$ cat src/rtl/alu_issue_stage.sv
// alu_issue_stage: two-stage valid/ready issue pipeline in front of a
// combinational 16-bit ALU. S1 registers the operands and the function select
// and drives the ALU inputs. S2 captures the ALU result and derives flags.
// An accumulator holds the last result leaving S1. An op can use it as
// operand A, and a result leaving S1 in the same cycle is forwarded to it.
module alu_issue_stage #(
  parameter int WIDTH = 16,
  parameter int CNTW  = 16
) (
  input  logic             clk,
  input  logic             reset,
  input  logic             in_valid,
  output logic             in_ready,
  input  logic [WIDTH-1:0] in_a,
  input  logic [WIDTH-1:0] in_b,
  input  logic [1:0]       in_fs,
  input  logic             in_use_acc,
  input  logic             acc_clr,
  output logic [WIDTH-1:0] alu_a,
  output logic [WIDTH-1:0] alu_b,
  output logic [1:0]       alu_fs,
  input  logic [WIDTH-1:0] alu_res,
  output logic             out_valid,
  input  logic             out_ready,
  output logic [WIDTH-1:0] out_res,
  output logic             out_zero,
  output logic             out_neg,
  output logic [WIDTH-1:0] acc,
  output logic [CNTW-1:0]  op_count
);

  logic             s1_valid_q, s1_valid_d;
  logic [WIDTH-1:0] alu_a_q, alu_a_d;
  logic [WIDTH-1:0] alu_b_q, alu_b_d;
  logic [1:0]       alu_fs_q, alu_fs_d;
  logic             out_valid_q, out_valid_d;
  logic [WIDTH-1:0] out_res_q, out_res_d;
  logic             out_zero_q, out_zero_d;
  logic             out_neg_q, out_neg_d;
  logic [WIDTH-1:0] acc_q, acc_d;
  logic [CNTW-1:0]  op_count_q, op_count_d;

  logic             s1_adv;
  logic             retire;
  logic             accept;
  logic [WIDTH-1:0] a_acc;

  // S1 moves into S2 when S2 is empty or is being drained this cycle.
  assign s1_adv   = s1_valid_q & (~out_valid_q | out_ready);
  assign retire   = out_valid_q & out_ready;
  assign in_ready = ~s1_valid_q | s1_adv;
  assign accept   = in_valid & in_ready;
  // The accumulator value an op would see. A clear wins. Otherwise the result
  // leaving S1 in this cycle is forwarded.
  assign a_acc    = acc_clr ? '0 : (s1_adv ? alu_res : acc_q);

  // Next-state logic for both pipeline stages, the accumulator and the counter.
  always_comb begin
    s1_valid_d  = s1_valid_q;
    alu_a_d     = alu_a_q;
    alu_b_d     = alu_b_q;
    alu_fs_d    = alu_fs_q;
    out_valid_d = out_valid_q;
    out_res_d   = out_res_q;
    out_zero_d  = out_zero_q;
    out_neg_d   = out_neg_q;
    acc_d       = acc_q;
    op_count_d  = op_count_q;

    if (accept) begin
      s1_valid_d = 1'b1;
      alu_a_d    = in_use_acc ? a_acc : in_a;
      alu_b_d    = in_b;
      alu_fs_d   = in_fs;
    end else if (s1_adv) begin
      s1_valid_d = 1'b0;
    end

    if (s1_adv) begin
      out_valid_d = 1'b1;
      out_res_d   = alu_res;
      out_zero_d  = (alu_res == '0);
      out_neg_d   = alu_res[WIDTH-1];
    end else if (retire) begin
      out_valid_d = 1'b0;
    end

    if (acc_clr) begin
      acc_d = '0;
    end else if (s1_adv) begin
      acc_d = alu_res;
    end

    if (retire) begin
      op_count_d = op_count_q + CNTW'(1);
    end
  end

  // State register. Reset clears everything and overrides all other updates.
  always_ff @(posedge clk) begin
    if (reset) begin
      s1_valid_q  <= 1'b0;
      alu_a_q     <= '0;
      alu_b_q     <= '0;
      alu_fs_q    <= '0;
      out_valid_q <= 1'b0;
      out_res_q   <= '0;
      out_zero_q  <= 1'b0;
      out_neg_q   <= 1'b0;
      acc_q       <= '0;
      op_count_q  <= '0;
    end else begin
      s1_valid_q  <= s1_valid_d;
      alu_a_q     <= alu_a_d;
      alu_b_q     <= alu_b_d;
      alu_fs_q    <= alu_fs_d;
      out_valid_q <= out_valid_d;
      out_res_q   <= out_res_d;
      out_zero_q  <= out_zero_d;
      out_neg_q   <= out_neg_d;
      acc_q       <= acc_d;
      op_count_q  <= op_count_d;
    end
  end

  assign alu_a     = alu_a_q;
  assign alu_b     = alu_b_q;
  assign alu_fs    = alu_fs_q;
  assign out_valid = out_valid_q;
  assign out_res   = out_res_q;
  assign out_zero  = out_zero_q;
  assign out_neg   = out_neg_q;
  assign acc       = acc_q;
  assign op_count  = op_count_q;

endmodule
$ cat config.mk
export PLATFORM = sky130hd
export DESIGN_NAME = alu_issue_stage
export DESIGN_NICKNAME = d
export VERILOG_FILES = /design/src/rtl/alu_issue_stage.sv
export SDC_FILE = /design/constraint.sdc
export NUM_CORES = 1
export LEC_CHECK = 0
export CAP_MARGIN = 20
export CORE_ASPECT_RATIO = 0.6
export CORE_UTILIZATION = 43
export DETAILED_ROUTE_END_ITERATION = 8
export HOLD_SLACK_MARGIN = 0.1
export PLACE_DENSITY = 0.86
export SETUP_SLACK_MARGIN = 0.4
export SKIP_CTS_REPAIR_TIMING = 1
export SLEW_MARGIN = 20
export SYNTH_ARGS = -nofsm -noshare
export SYNTH_HDL_FRONTEND = slang
export SYNTH_SLANG_ARGS = --single-unit
$ cat constraint.sdc
create_clock -name clk -period 1.85 [get_ports clk]
set_input_delay 0.185 -clock clk [delete_from_list [all_inputs] [get_ports clk]]
set_output_delay 0.185 -clock clk [all_outputs]
set_load 0.02 [all_outputs]
==> key figures, run 1 <==
Synth
  • Seq/Total Area, Yosys: about half
  • Synth Flop Type: sky130_fd_sc_hd__dfxtp_1
  • Biggest area contributors in the synthesized netlist: sky130_fd_sc_hd__dfxtp_1, sky130_fd_sc_hd__nor2_1, sky130_fd_sc_hd__a21oi_1, sky130_fd_sc_hd__nand2_1, sky130_fd_sc_hd__a311oi_1
  • Netlist Area Pre-Place: 0.00347 mm²
  • Post-synth top area share: about half
  • Number of flops mapped to enable cells by yosys: 0
  • Number of warnings issued by yosys: 0
  • Post-synthesis register bit count: 85
  • Number of cells produced by synthesis: 413
  • Number of library cell types mapped by synthesis: 35
  • Cell type with the largest total area after synthesis: sky130_fd_sc_hd__dfxtp_1
  • Fraction of registers with async set/reset: 0%
  • Mean area per synthesized cell: ~8.4 µm²
  • Net Count, Synth: 470

Timing
  • Count of final max-slew check failures: 0
  • Aggregate negative setup slack: 0 ns
  • Hold violation total from the final report: 0
  • Unrepaired setup endpoints after global routing: yes
  • Final worst clock skew: approximately 0.0085 ns
  • Clock period minus final worst setup slack: ~1.6 ns
  • Highest attainable clock frequency: 0.622 GHz
  • Crit share post-route: between 80% and 90%
  • Least-Margin Pin Slew: approximately 0.54 ns
  • Final setup violation count: 0
  • Tightest slew margin relative to the limit: about 64%

Pwr
  • Worst vdd rail ir drop: around 460 µV
  • Static power due to leakage: 0.00375 µW
  • Areal power density over the cells: 731 mW/mm²

Setup path
  • Cell-by-cell listing of the critical path: ha_4, nand4_1, buf_6, buf_4, nor4b_4, xnor2_1, nor2_1
  • Worst Setup SP: op_count[0]
  • Worst path arrival time: 1.81 ns
  • Longest individual stage delay on the worst path: about 0.38 ns
  • Setup crit start kind: flop
  • Highest-delay cell along the critical path: sky130_fd_sc_hd__dfxtp_4
  • Register-to-Register Path Depth: 7
  • R2R Path End: op_count[12]
  • Endpoint kind of the worst setup timing path: flop
  • Setup slack of the worst register-to-register path: 0.24 ns
  • Critical Path RT: 2.05 ns
  • Launch point of the worst reg-to-reg path: op_count[0]
  • Crit Path Max Fanout: 4
  • CP Class: flop to flop

Clock network
  • Clock transition time at the flip-flop clock pins of the worst setup and hold paths: 0.07 ns
  • Number of clock buffers inserted by TritonCTS: 9
  • Clock insertion delay at the later pin of the skew report: around 0.33 ns
  • Sink count of the clock tree: 85
  • CTS root buffer: sky130_fd_sc_hd__clkbuf_16
  • Clock buffer depth: 2
  • CTS tree: yes
  • Level count of the clock H-tree: 3

Final layout
  • Commonest cells after routing, fill and taps aside: sky130_fd_sc_hd__dlymetal6s2s_1, sky130_fd_sc_hd__nor2_1, sky130_fd_sc_hd__dfxtp_1
  • Fraction of layout instances using a drive strength above 1: roughly a fifth
  • Ant. Diodes: 0
  • Post-layout instance count excluding filler cells: between 600 and 700
  • Util after Layout: roughly four fifths
  • Leading cell type in the layout, fill and taps excluded: sky130_fd_sc_hd__dlymetal6s2s_1
  • Final net count: between 600 and 700
  • Area Growth Syn to Fin: 77.4%

Die
  • Initial Utilization: around 46%
  • Die Width: around 120 µm
  • Num ports: 142
  • Die Y: ~72 µm
  • Die footprint: between 0.008 and 0.009 mm²
  • Row count: 24
  • Placeable core region: approximately 0.0075 mm²

Worst hold path
  • Hold Path Sink: op_count[10]
  • Hold Path Depth: 2
  • Hold path startpoint: reset
  • Hold crit path type: primary input to flop

Placed design
  • Count of port buffers added during placement: 141
  • Detailed Place HPWL: between 8000 and 9000 µm
  • Final GP Congestion: 0.872
  • Inst Count DP: 653

Routing
  • Post-DRT Antenna Nets: 0
  • Avg WL per Cell: between 20 and 25 µm
  • Starting DRT DRC Count: roughly 420
  • Total number of vias: about 4000
  • Number of iterations in the first detailed-routing pass: 5
  • Remaining design rule violation count: 0
  • Final Routed Wirelength: around 14000 µm
  • Vias per cell: between 5 and 6

Job
  • Max-cap violations: 0

Global routing
  • Overflow after GRT: 0
  • GRT Util Overall: 26.9%
  • Number of antenna violations at the first check in global routing: 0
  • Maximum number of pins on one net before global-route repair: 44
  • Wire length of the first global-routing pass: between 15000 and 20000 µm
  • Via count of the first global-routing pass: approximately 3300

Status
  • Status: complete, no violations
kinds of logic after synthesis:
kind of cell / Yosys count / share of synthesized area (%)
xor+xnor: 10 / 2.53
buf+inv: 33 / 4.15
fa+ha+maj: 1 / 0.361
compound gates: 88 / 15.7
mux: 4 / 1.30
flops: 85 / 49.1
simple gates: 192 / 26.9
Yosys cell counts (6+ instances only):
master	instances
sky130_fd_sc_hd__a21boi_0	16
sky130_fd_sc_hd__a21oi_1	38
sky130_fd_sc_hd__a311oi_1	16
sky130_fd_sc_hd__and3_1	17
sky130_fd_sc_hd__buf_2	7
sky130_fd_sc_hd__clkbuf_1	15
sky130_fd_sc_hd__dfxtp_1	85
sky130_fd_sc_hd__nand2_1	44
sky130_fd_sc_hd__nand2b_1	16
sky130_fd_sc_hd__nor2_1	81
sky130_fd_sc_hd__nor4_1	6
sky130_fd_sc_hd__o21ai_0	17
sky130_fd_sc_hd__xnor2_1	6
where the power goes:
group	total, µW	internal [µW]	switching, µW
Clock	1790	1050	744
Sequential	1940	1890	52.2
Combinational	763	376	388
routing by layer:
| metal | vias up | global-route usage (%) | routed length (µm) |
|---|---|---|---|
| li1 | 1762 | - | - |
| met1 | 1907 | 38.0 | 5980 |
| met2 | 328 | 40.7 | 6350 |
| met3 | 29 | 7.88 | 1670 |
| met4 | 0 | 6.27 | 277 |
| met5 | - | 0 | 0 |
registers in the layout (all words and copies together) (netlist names):
signal      flops
alu_b          16
op_count       16
alu_a          16
out_zero        1
acc            16
out_res        16
alu_fs          2
out_valid       1
s1_valid_q      1
worst max-delay path, delay by kind of cell (launching register included):
| kind | cells | cell delay [ns] |
|---|---|---|
| AND/OR/NAND/NOR | 3 | 0.48 |
| adder cells (fa/ha/maj) | 1 | 0.14 |
| flip-flops | 1 | 0.38 |
| buffers and inverters | 2 | 0.29 |
| XOR/XNOR | 1 | 0.17 |
worst max path at each step:
stage / slack, ns / to
after floorplan: 0.33 / op_count[15]
after global placement: 0.0005 / alu_a[5]
after detailed placement: -0.04 / op_count[14]
after CTS: 0.06 / in_ready
after global routing: 0.20 / op_count[12]
final: 0.24 / op_count[12]
metrics by stage:
| stage | power (µW) | setup slack (ns) | hold WS, ns | cell area [µm²] |
|---|---|---|---|---|
| floorplan | 2270 | 0.331 | 0.321 | 3510 |
| global placement | 2620 | 0.000469 | 0.441 | 5140 |
| detailed placement | 2630 | -0.0434 | 0.447 | 5140 |
| CTS | 4390 | 0.0576 | 0.246 | 5440 |
| global route | 4640 | 0.204 | 0.266 | 6150 |
| finish | 4500 | 0.243 | 0.271 | 6150 |
layout make-up:
class                   count  area, µm²
repair buffers            192       2140
multi-input cells         297       1820
flip-flops and latches     85       1740
fillers                   394       1390
clock buffers              10        229
well taps                 104        130
clock inverters             6       65.1
inverters                   4       15.0
No activity file was read; power rests on OpenSTA's default activity.
==> run 2, diff against run 1 <==
- CORE_UTILIZATION: 43 -> 44
- CTS_BUF_LIST: default -> sky130_fd_sc_hd__clkbuf_4
- PLACE_DENSITY: 0.86 -> 0.88
==> run 2 against run 1 <==
- clock skew is 0.015 ns higher
- worst hold slack got worse by 0.11 ns
- via count decreased by 2.7%
- wire length fell by 4.3%
- utilization is 2.4 points lower
- register-to-register slack got worse by 0.04 ns
- sequential cell count stayed put
- clock power fell by 28%
- setup slack got worse by 0.042 ns
- first-iteration DRC count down 0.47%
- critical path type unchanged
- highest routed layer unchanged
==> key figures, run 2 (synthesis results as in run 1) <==
Status
  • Status: complete, no violations

Pwr
  • Post-layout power: 3970 µW (-12%)
  • Areal power density over the cells: 673 mW/mm² (-8.0%)
  • Static power due to leakage: 0.00360 µW (-3.9%)
  • Worst vdd rail ir drop: 382 µV (-17%)

Placed design
  • Detailed Place HPWL: 8140 µm (+0.70%)
  • Final GP Congestion: 0.865 (-0.73%)
  • Inst Count DP: 656 (+0.46%)
  • Count of port buffers added during placement: 141 (unchanged)
  • Minimum setup slack after placement: -0.0445 ns (-0.00109 ns)

Clock network
  • CTS tree: yes
  • Clock insertion delay at the later pin of the skew report: 0.44 ns (+0.11 ns)
  • Clock transition time at the flip-flop clock pins of the worst setup and hold paths: 0.16 ns (+0.09 ns)
  • Level count of the clock H-tree: 3 (unchanged)
  • Number of clock buffers inserted by TritonCTS: 9 (unchanged)
  • Sink count of the clock tree: 85 (unchanged)
  • Clock buffer depth: 2 (unchanged)
  • CTS root buffer: sky130_fd_sc_hd__clkbuf_4

Setup path
  • Cell-by-cell listing of the critical path: buf_4, buf_12, nand2b_4, and3_1, o21ai_0, a311oi_1
  • CP Class: flop to flop
  • Setup slack of the worst register-to-register path: 0.20 ns (-0.04 ns)
  • Family with the most delay on the worst path: compound AO/OA/AOI/OAI gates
  • Setup crit start kind: flop
  • Critical Path RT: 2.18 ns (+0.13 ns)
  • Crit Path Max Fanout: 8 (+4)
  • Endpoint kind of the worst setup timing path: flop
  • Longest individual stage delay on the worst path: 0.40 ns (+0.02 ns)
  • Highest-delay cell along the critical path: sky130_fd_sc_hd__dfxtp_4
  • Worst path arrival time: 1.98 ns (+0.17 ns)
  • Number of buffers and inverters on the critical path: 2 (unchanged)

Routing
  • Total number of vias: 3916 (-2.7%)
  • Number of iterations in the first detailed-routing pass: 5 (unchanged)
  • Final Routed Wirelength: 13700 µm (-4.3%)
  • Starting DRT DRC Count: 422 (-0.47%)
  • Post-DRT Antenna Nets: 0 (unchanged)
  • Vias per cell: 5.68 (-1.6%)
  • Remaining design rule violation count: 0 (unchanged)
  • Avg WL per Cell: 19.8 µm (-3.2%)

Global routing
  • Overflow after GRT: 0 (unchanged)
  • GRT Util Overall: 26.2% (-0.67 points)
  • Maximum number of pins on one net before global-route repair: 44 (unchanged)
  • Wire length of the first global-routing pass: 16200 µm (-6.9%)
  • Number of antenna violations at the first check in global routing: 0 (unchanged)
  • Via count of the first global-routing pass: 3243 (-2.0%)

Final layout
  • Util after Layout: 79.2% (-2.4 points)
  • Fraction of layout instances using a drive strength above 1: 18.8% (-2.3 points)
  • Leading cell type in the layout, fill and taps excluded: sky130_fd_sc_hd__dlymetal6s2s_1
  • Area Growth Syn to Fin: 70.2%
  • Final net count: 638 (-1.2%)
  • Commonest cells after routing, fill and taps aside: sky130_fd_sc_hd__dlymetal6s2s_1, sky130_fd_sc_hd__nor2_1, sky130_fd_sc_hd__dfxtp_1
  • Ant. Diodes: 0 (unchanged)
  • Sequential cell area in the final layout: 0.00175 mm² (+0.14%)
  • Filler cell count: 451 (+14%)
  • Post-layout instance count excluding filler cells: 690 (-1.1%)
  • Multi-input logic area: 0.00178 mm² (-2.2%)

Timing
  • Post-route setup slack: 0.200 ns (-0.0422 ns)
  • Final setup violation count: 0 (unchanged)
  • Crit share post-route: 89.2% (+2.3 points)
  • Least-Margin Pin Slew: 0.458 ns (-0.0783 ns)
  • Aggregate negative setup slack: 0 ns (unchanged)
  • Tightest slew margin relative to the limit: 69.5% (+5.2 points)
  • Highest attainable clock frequency: 0.606 GHz (-2.6%)
  • Count of final max-slew check failures: 0 (unchanged)
  • Final worst clock skew: 0.0233 ns (+0.0148 ns)
  • Unrepaired setup endpoints after global routing: yes
  • Clock period minus final worst setup slack: 1.65 ns (+0.0422 ns)
  • Hold violation total from the final report: 0 (unchanged)

Worst hold path
  • Hold crit path type: primary input to flop

Die
  • Placeable core region: 0.00745 mm² (-1.2%)
  • Initial Utilization: 46.6% (+0.56 points)
  • Die Width: 117 µm (-1.1%)
  • Num ports: 142 (unchanged)
  • Row count: 24 (unchanged)
  • Die Y: 70.8 µm (-1.1%)
  • Die footprint: 0.00825 mm² (-2.2%)

Job
  • Max-cap violations: 0 (unchanged)
run 2: cell count changes in the layout (fill, tap and decap cells not counted), moves of 4 or more:
cell and delta:
sky130_fd_sc_hd__nand2_1 +4, sky130_fd_sc_hd__clkbuf_16 -10, sky130_fd_sc_hd__clkbuf_4 +9, sky130_fd_sc_hd__buf_6 -8, sky130_fd_sc_hd__a21oi_1 +4, sky130_fd_sc_hd__a21oi_2 -4
run 2: layout make-up:
class | instances | share of cell area, %
inverters | 4 | 0.255
well taps | 104 | 2.21
multi-input cells | 298 | 30.2
clock buffers | 9 | 1.15
flip-flops and latches | 85 | 29.6
clock inverters | 7 | 1.78
repair buffers | 183 | 34.8
run 2: stage by stage:
stage / hold slack (ns) / area [µm²]
global route: 0.153 / 5900
global placement: 0.441 / 5160
CTS: 0.140 / 5340
detailed placement: 0.447 / 5160
finish: 0.159 / 5900
floorplan: 0.321 / 3510
run 2: final timing paths:
check            start          end  cells past startpoint
max          out_valid     alu_a[4]                      6
min              reset  out_res[11]                      2
min reg2reg  alu_b[11]    alu_b[11]                      2
max reg2reg  out_valid     alu_a[4]                      6
run 2: report_power, final:
part | internal [µW] | switching, µW | total (µW)
Sequential | 1890 | 47.6 | 1940
Clock | 569 | 709 | 1280
Combinational | 368 | 382 | 750
Total | 2830 | 1140 | 3970
run 2: routing by layer:
metal / up-vias / routed length [µm] / GRT usage, %
met3: 48 / 1550 / 9.77
met5: - / 0 / 0
met2: 292 / 6000 / 37.1
met4: 0 / 339 / 4.64
li1: 1741 / - / -
met1: 1835 / 5770 / 38.3
==> run 3, diff against run 2 <==
- RECOVER_POWER: default -> 100
==> run 3 against run 2 <==
- clock power barely moved
- highest routed layer unchanged
- setup slack got worse by 0.096 ns
- utilization fell by 11 points
- register-to-register slack got worse by 0.096 ns
- non-clock buffer count did not move
- clock-buffer cell count did not move
- first-iteration DRC count rose by 6.6%
- sequential cell count did not move
- total power fell by 2.3%
- largest power group unchanged
- sequential share of layout area rose by 4.6 points
- global-route usage did not move
- critical path depth did not move
==> key figures, run 3 (synthesis results as in run 1) <==
Status
  • Status: complete, no violations

Timing
  • Final worst clock skew: 0.0250 ns (+0.00172 ns)
  • Final setup violation count: 0 (unchanged)
  • Crit share post-route: 94.4% (+5.2 points)
  • Highest attainable clock frequency: 0.573 GHz (-5.5%)
  • Hold violation total from the final report: 0 (unchanged)
  • Least-Margin Pin Slew: 0.596 ns (+0.138 ns)
  • Unrepaired setup endpoints after global routing: yes
  • Tightest slew margin relative to the limit: 60.2% (-9.3 points)
  • Clock period minus final worst setup slack: 1.75 ns (+0.0964 ns)
  • Count of final max-slew check failures: 0 (unchanged)

Setup path
  • Family with the most delay on the worst path: flip-flops
  • Number of buffers and inverters on the critical path: 2 (unchanged)
  • Critical Path RT: 2.18 ns (about the same)
  • Crit Path Max Fanout: 8 (unchanged)
  • Setup crit start kind: flop
  • Highest-delay cell along the critical path: sky130_fd_sc_hd__dfxtp_1
  • CP Class: flop to flop
  • Worst path arrival time: 2.07 ns (+0.09 ns)
  • Cell-by-cell listing of the critical path: buf_4, buf_12, nand2b_4, and3_1, o21ai_0, a311oi_1
  • Longest individual stage delay on the worst path: 0.52 ns (+0.12 ns)
  • Endpoint kind of the worst setup timing path: flop

Clock network
  • Sink count of the clock tree: 85 (unchanged)
  • Clock transition time at the flip-flop clock pins of the worst setup and hold paths: 0.16 ns (about the same)
  • Clock buffer depth: 2 (unchanged)
  • CTS tree: yes
  • CTS root buffer: sky130_fd_sc_hd__clkbuf_4
  • Level count of the clock H-tree: 3 (unchanged)
  • Clock insertion delay at the later pin of the skew report: 0.44 ns (about the same)
  • Number of clock buffers inserted by TritonCTS: 9 (unchanged)

Final layout
  • Fraction of layout instances using a drive strength above 1: 15.7% (-3.1 points)
  • Final net count: 638 (unchanged)
  • Post-layout instance count excluding filler cells: 690 (unchanged)
  • Leading cell type in the layout, fill and taps excluded: sky130_fd_sc_hd__clkbuf_1
  • Ant. Diodes: 0 (unchanged)
  • Commonest cells after routing, fill and taps aside: sky130_fd_sc_hd__clkbuf_1, sky130_fd_sc_hd__nor2_1, sky130_fd_sc_hd__dfxtp_1
  • Util after Layout: 68.3% (-11 points)
  • Filler cell count: 648 (+44%)
  • Area Growth Syn to Fin: 46.7%

Die
  • Initial Utilization: 46.6% (unchanged)
  • Die footprint: 0.00825 mm² (unchanged)
  • Die Width: 117 µm (unchanged)
  • Die Y: 70.8 µm (unchanged)
  • Placeable core region: 0.00745 mm² (unchanged)
  • Num ports: 142 (unchanged)
  • Row count: 24 (unchanged)

Global routing
  • Number of antenna violations at the first check in global routing: 0 (unchanged)
  • Overflow after GRT: 0 (unchanged)
  • Wire length of the first global-routing pass: 16200 µm (unchanged)
  • Maximum number of pins on one net before global-route repair: 44 (unchanged)
  • Via count of the first global-routing pass: 3243 (unchanged)
  • GRT Util Overall: 26.2% (unchanged)

Pwr
  • Static power due to leakage: 0.00192 µW (-47%)
  • Areal power density over the cells: 762 mW/mm² (+13%)
  • Worst vdd rail ir drop: 376 µV (-1.6%)

Routing
  • Vias per cell: 5.70 (+0.41%)
  • Starting DRT DRC Count: 450 (+6.6%)
  • Number of iterations in the first detailed-routing pass: 6 (+1)
  • Avg WL per Cell: 19.7 µm (-0.41%)
  • Post-DRT Antenna Nets: 0 (unchanged)
  • Final Routed Wirelength: 13600 µm (-0.41%)
  • Total number of vias: 3932 (+0.41%)
  • Remaining design rule violation count: 0 (unchanged)

Placed design
  • Inst Count DP: 656 (unchanged)
  • Detailed Place HPWL: 8140 µm (unchanged)
  • Count of port buffers added during placement: 141 (unchanged)
  • Final GP Congestion: 0.865 (unchanged)

Job
  • Max-cap violations: 0 (unchanged)

Worst hold path
  • Hold crit path type: primary input to flop
## run 3: cell type report
type                            count  area (µm²)  area share, %
Tap cell                          104         130           2.56
Inverter                            4        15.0          0.295
Timing Repair Buffer              183        1270           24.9
Clock buffer                        9        67.6           1.33
Sequential cell                    85        1740           34.2
Multi-Input combinational cell    298        1760           34.6
Clock inverter                      7         105           2.07
## run 3: worst register-to-register path: cells and delay by family (launching register included)
kind,cells,cell delay [ns]
flops,1,0.52
buf+inv,2,0.33
compound gates,2,0.47
simple gates,2,0.32
## run 3: path summary, 6_finish.rpt
| check | from | end | slack, ns | cells after the start |
|---|---|---|---|---|
| worst min-delay path | reset | out_res[11] | 0.16 | 2 |
| worst min register to register | alu_b[11] | alu_b[11] | 0.46 | 2 |
| worst max register to register | out_valid | alu_a[4] | 0.10 | 6 |
| worst max-delay path | out_valid | alu_a[4] | 0.10 | 6 |
## run 3: power by group
part	total [µW]	internal [µW]	switching, µW
logic	664	283	381
registers	1940	1890	50.3
clock network	1270	569	700
total	3880	2750	1130
## run 3: through the flow
stage / setup TNS [ns] / setup slack [ns] / cell area, µm² / hold slack [ns] / total power (µW)
floorplan: 0 / 0.331 / 3510 / 0.321 / 2270
global placement: 0 / 0.0197 / 5160 / 0.441 / 2620
detailed placement: -0.0587 / -0.0445 / 5160 / 0.447 / 2640
CTS: -0.0959 / -0.0959 / 5340 / 0.140 / 3880
global route: 0 / 0.00323 / 5090 / 0.153 / 4000
finish: 0 / 0.104 / 5090 / 0.156 / 3880
## run 3: metal layers
| metal | track usage (%) | up-vias | part of all wire [%] |
|---|---|---|---|
| met5 | 0 | - | 0 |
| met4 | 4.64 | 0 | 2.1 |
| met3 | 9.77 | 34 | 12 |
| met2 | 37.1 | 295 | 44 |
| met1 | 38.3 | 1856 | 42 |
| li1 | - | 1747 | - |
==> edit 1, RTL diff (flow settings as in run 2) <==
Take the reset off `out_res_q` and load it in a clocked block of its own.
--- a/src/rtl/alu_issue_stage.sv
+++ b/src/rtl/alu_issue_stage.sv
@@ -104,7 +104,6 @@
       alu_b_q     <= '0;
       alu_fs_q    <= '0;
       out_valid_q <= 1'b0;
-      out_res_q   <= '0;
       out_zero_q  <= 1'b0;
       out_neg_q   <= 1'b0;
       acc_q       <= '0;
@@ -115,12 +114,15 @@
       alu_b_q     <= alu_b_d;
       alu_fs_q    <= alu_fs_d;
       out_valid_q <= out_valid_d;
-      out_res_q   <= out_res_d;
       out_zero_q  <= out_zero_d;
       out_neg_q   <= out_neg_d;
       acc_q       <= acc_d;
       op_count_q  <= op_count_d;
     end
+  end
+
+  always_ff @(posedge clk) begin
+    out_res_q <= out_res_d;
   end
 
   assign alu_a     = alu_a_q;
Function: differs if reset is asserted again (counterexample within 4 cycles, from zero or initial values and one cycle with reset high); with reset held inactive, the same outputs for 10 cycles.
==> edit 1 against run 2 <==
- power fell by 7.0%
- synthesized cell count fell by 12%
- synthesized area rose by 2.0%
- worst setup slack improved by 0.11 ns
- final area shrank 1.1%
- clock power decreased by 19%
- maximum frequency is 7.1% higher
- routed wire length down 21%
- sequential cell count grew 1
- combinational power shrank 14%
- critical endpoint is now op_count[14]$_SDFFE_PP0P_
- largest cell class unchanged
- largest power group unchanged
- highest routed layer unchanged
==> edit 1: results (changes against run 2) <==
[routing]
drt_iter0_drc = 215  ; was 422
drt-met1-wl_um = 4530  ; was 5770 um
dr_wl_met2_um = 5190  ; was 6000 um
wl_met3_um = 893  ; was 1550 um
dr.pass1.iters = 4  ; was 5
avgRoutedWirePerCell_um = 16.9  ; was 19.8 um

[worst_setup_path]
regToRegSetupSlack_ns = 0.31  ; was 0.20 ns
crit_arrival_ns = 1.87  ; was 1.98 ns
cp_top_family = simple AND/OR/NAND/NOR gates  ; was compound AO/OA/AOI/OAI gates
crit_fanout = 5  ; was 8
r2r_start = op_count[9]$_SDFFE_PP0P_  ; was out_valid$_SDFFE_PP0P_

[logic_synthesis]
synth.distinct_cells = 37  ; was 35
ys_seq_area_share_pct = 53.2  ; was 49.1%
synthTopCellsByCount = 70 x dfxtp_1, 45 x nand2_1, 36 x nor2_1  ; was 85 x dfxtp_1, 81 x nor2_1, 44 x nand2_1

[sta]
holdWs_ns = 0.229  ; was 0.159 ns
fmaxAchievable_mhz = 649  ; was 606 MHz
slew_headroom_pct = 70.8  ; was 69.5%
finClkSkew_ns = 0.0118  ; was 0.0233 ns

[pwr]
leakage_nw = 3.37  ; was 3.60 nW
powerSeq_mw = 2.01  ; was 1.94 mW

[final_layout]
fin_nets = 583  ; was 638
buffer_area_share_pct = 33.8  ; was 34.8%
clkbuf_count = 10  ; was 9
multi_input_gates = 250  ; was 298
nNonClkInverters = 5  ; was 4
instances_no_fill = 635  ; was 690
multi_input_area_share_pct = 28.4  ; was 30.2%

[cts]
clk_pin_slew_worst_paths_ns = 0.13  ; was 0.16 ns

[global_routing]
grt_max_degree = 42  ; was 44
grt_pass1_vias = 3127  ; was 3243

[place]
place_inst = 602  ; was 656
dpl-instance-area_um2 = 5180  ; was 5160 um2

[status]
status = finished clean  ; unchanged

edit 1: cells by family (layout without fill, tap and decap cells):
group | count (synthesis) | in the layout | synth area share (%)
and+or+nand+nor | 147 | 147 | 21.8
AOI/OAI and AO/OA | 88 | 88 | 17.5
DFF | 86 | 86 | 53.2
buffers and inverters | 28 | 195 | 3.40
xor gates and xnor gates | 10 | 10 | 2.48
muxes | 4 | 4 | 1.27
adders and majority gates | 1 | 1 | 0.354
edit 1: routing by layer:
| layer | vias up | track usage, % |
|---|---|---|
| met2 | 145 | 39.5 |
| met3 | 15 | 10.6 |
| li1 | 1600 | - |
| met1 | 1593 | 29.4 |
| met5 | - | 0 |
| met4 | 0 | 5.13 |
edit 1: path summary, 6_finish.rpt:
kind / cells past startpoint / end
worst max-delay path: 4 / op_count[14]$_SDFFE_PP0P_
worst min-delay path: 3 / acc[15]$_SDFF_PP0_
worst max register to register: 4 / op_count[14]$_SDFFE_PP0P_
worst min register to register: 2 / alu_b[11]$_SDFFE_PP0P_
==> edit 2, RTL diff (flow settings as in run 2) <==
Without the edit above. `WIDTH`: 16 -> 32.
--- a/src/rtl/alu_issue_stage.sv
+++ b/src/rtl/alu_issue_stage.sv
@@ -4,7 +4,7 @@
 // An accumulator holds the last result leaving S1. An op can use it as
 // operand A, and a result leaving S1 in the same cycle is forwarded to it.
 module alu_issue_stage #(
-  parameter int WIDTH = 16,
+  parameter int WIDTH = 32,
   parameter int CNTW  = 16
 ) (
   input  logic             clk,
Ports: changed (7 resized); port bits go from 142 to 254. The function was not compared with the original's and may differ.
==> edit 2 against run 2 <==
- worst setup slack gained 0.045 ns
- combinational power increased by 99%
- die area grew 71%
- maximum frequency up 2.8%
- power grew 74%
- sequential cell count up 64
- synthesized area up 73%
- via count grew 65%
- first-iteration DRC count grew 21%
- routed wire length grew 68%
- core utilization up 0.88 points
- final area is 78% higher
- largest cell class unchanged
- largest power group unchanged
==> edit 2: results (changes against run 2) <==
[cts]
clkLatencyLatePin_ns = 0.53  ; was 0.44 ns
clk_pin_slew_worst_paths_ns = 0.14  ; was 0.16 ns
htree_levels = 4  ; was 3

[pwr]
leakage_nw = 6.18  ; was 3.60 nW
p_per_area_nw_per_um2 = 658  ; was 673 nW/um2
combPwrFrac_pct = 21.5  ; was 18.9%

[final_layout]
nFlopsAndLatches = 149  ; was 85
instances_no_fill = 1172  ; was 690
drive_above_1_share_pct = 20.0  ; was 18.8%
seqCellArea_um2 = 3030  ; was 1750 um2
clkbuf_count = 17  ; was 9
fillers = 837  ; was 451
multi_input_area_um2 = 3220  ; was 1780 um2

[routing]
via_per_inst = 5.52  ; was 5.68
wl_met3_um = 2390  ; was 1550 um
drt-met1-wl_um = 9700  ; was 5770 um
drt_iter0_drc = 510  ; was 422
dr_wl_met2_um = 10400  ; was 6000 um

[worst_setup_path]
crit_fanout = 6  ; was 8
crit_arrival_ns = 2.00  ; was 1.98 ns
cp_top_family = buffers and inverters  ; was compound AO/OA/AOI/OAI gates

[logic_synthesis]
synth.distinct_cells = 40  ; was 35
ys_seq_area_share_pct = 49.6  ; was 49.1%
ys_top_cells_by_area = dfxtp_1 50%, nor2_1 9.1%, a21oi_1 5.7%  ; was dfxtp_1 49%, nor2_1 8.8%, a21oi_1 5.5%
synth-compound-area-share_pct = 17.5  ; was 15.7%
synth-xor-area-share_pct = 1.46  ; was 2.53%
synthCells = 717  ; was 413
synth_fp_nets = 822  ; was 470
muxShareOfSynthArea_pct = 0.750  ; was 1.30%

[place]
numPortBuffers = 253  ; was 141
dpl-instance-area_um2 = 8790  ; was 5160 um2
place_hpwl_um = 13600  ; was 8140 um
place_inst = 1106  ; was 656

[status]
status = finished clean  ; unchanged

[global_routing]
use_met2_pct = 43.2  ; was 37.1%
grt_max_degree = 122  ; was 44
grt_pass1_vias = 5685  ; was 3243
met1_usage_pct = 34.6  ; was 38.3%

[die]
core-area_um2 = 13100  ; was 7450 um2

[sta]
period_needed_ns = 1.60  ; was 1.65 ns
finClkSkew_ns = 0.0350  ; was 0.0233 ns

==> edit 2: changes by cell type after synthesis, sizes merged, moves of 13 or more <==
cell    before  now
and3        17   33
clkbuf      15   28
nand2       45   76
a21oi       39   70
nor2        81  145
a311oi      16   32
o21ai       17   34
a21boi      16   32
dfxtp       85  149
buf         14   28
nand2b      17   33
==> edit 2: path summary, 6_finish.rpt <==
path,to,start,cells after the start
worst min-delay path,alu_b[11]$_SDFFE_PP0P_,in_b[11],3
worst max register to register,alu_a[21]$_SDFFE_PP0P_,out_valid$_SDFFE_PP0P_,8
worst max-delay path,alu_a[21]$_SDFFE_PP0P_,out_valid$_SDFFE_PP0P_,8
worst min register to register,alu_b[11]$_SDFFE_PP0P_,alu_b[11]$_SDFFE_PP0P_,2
==> edit 2: tightest hold or removal path: stages <==
cell and delay, ns:
clkdlybuf4s50_1 0.39, nand2_1 0.05, a21oi_1 0.05
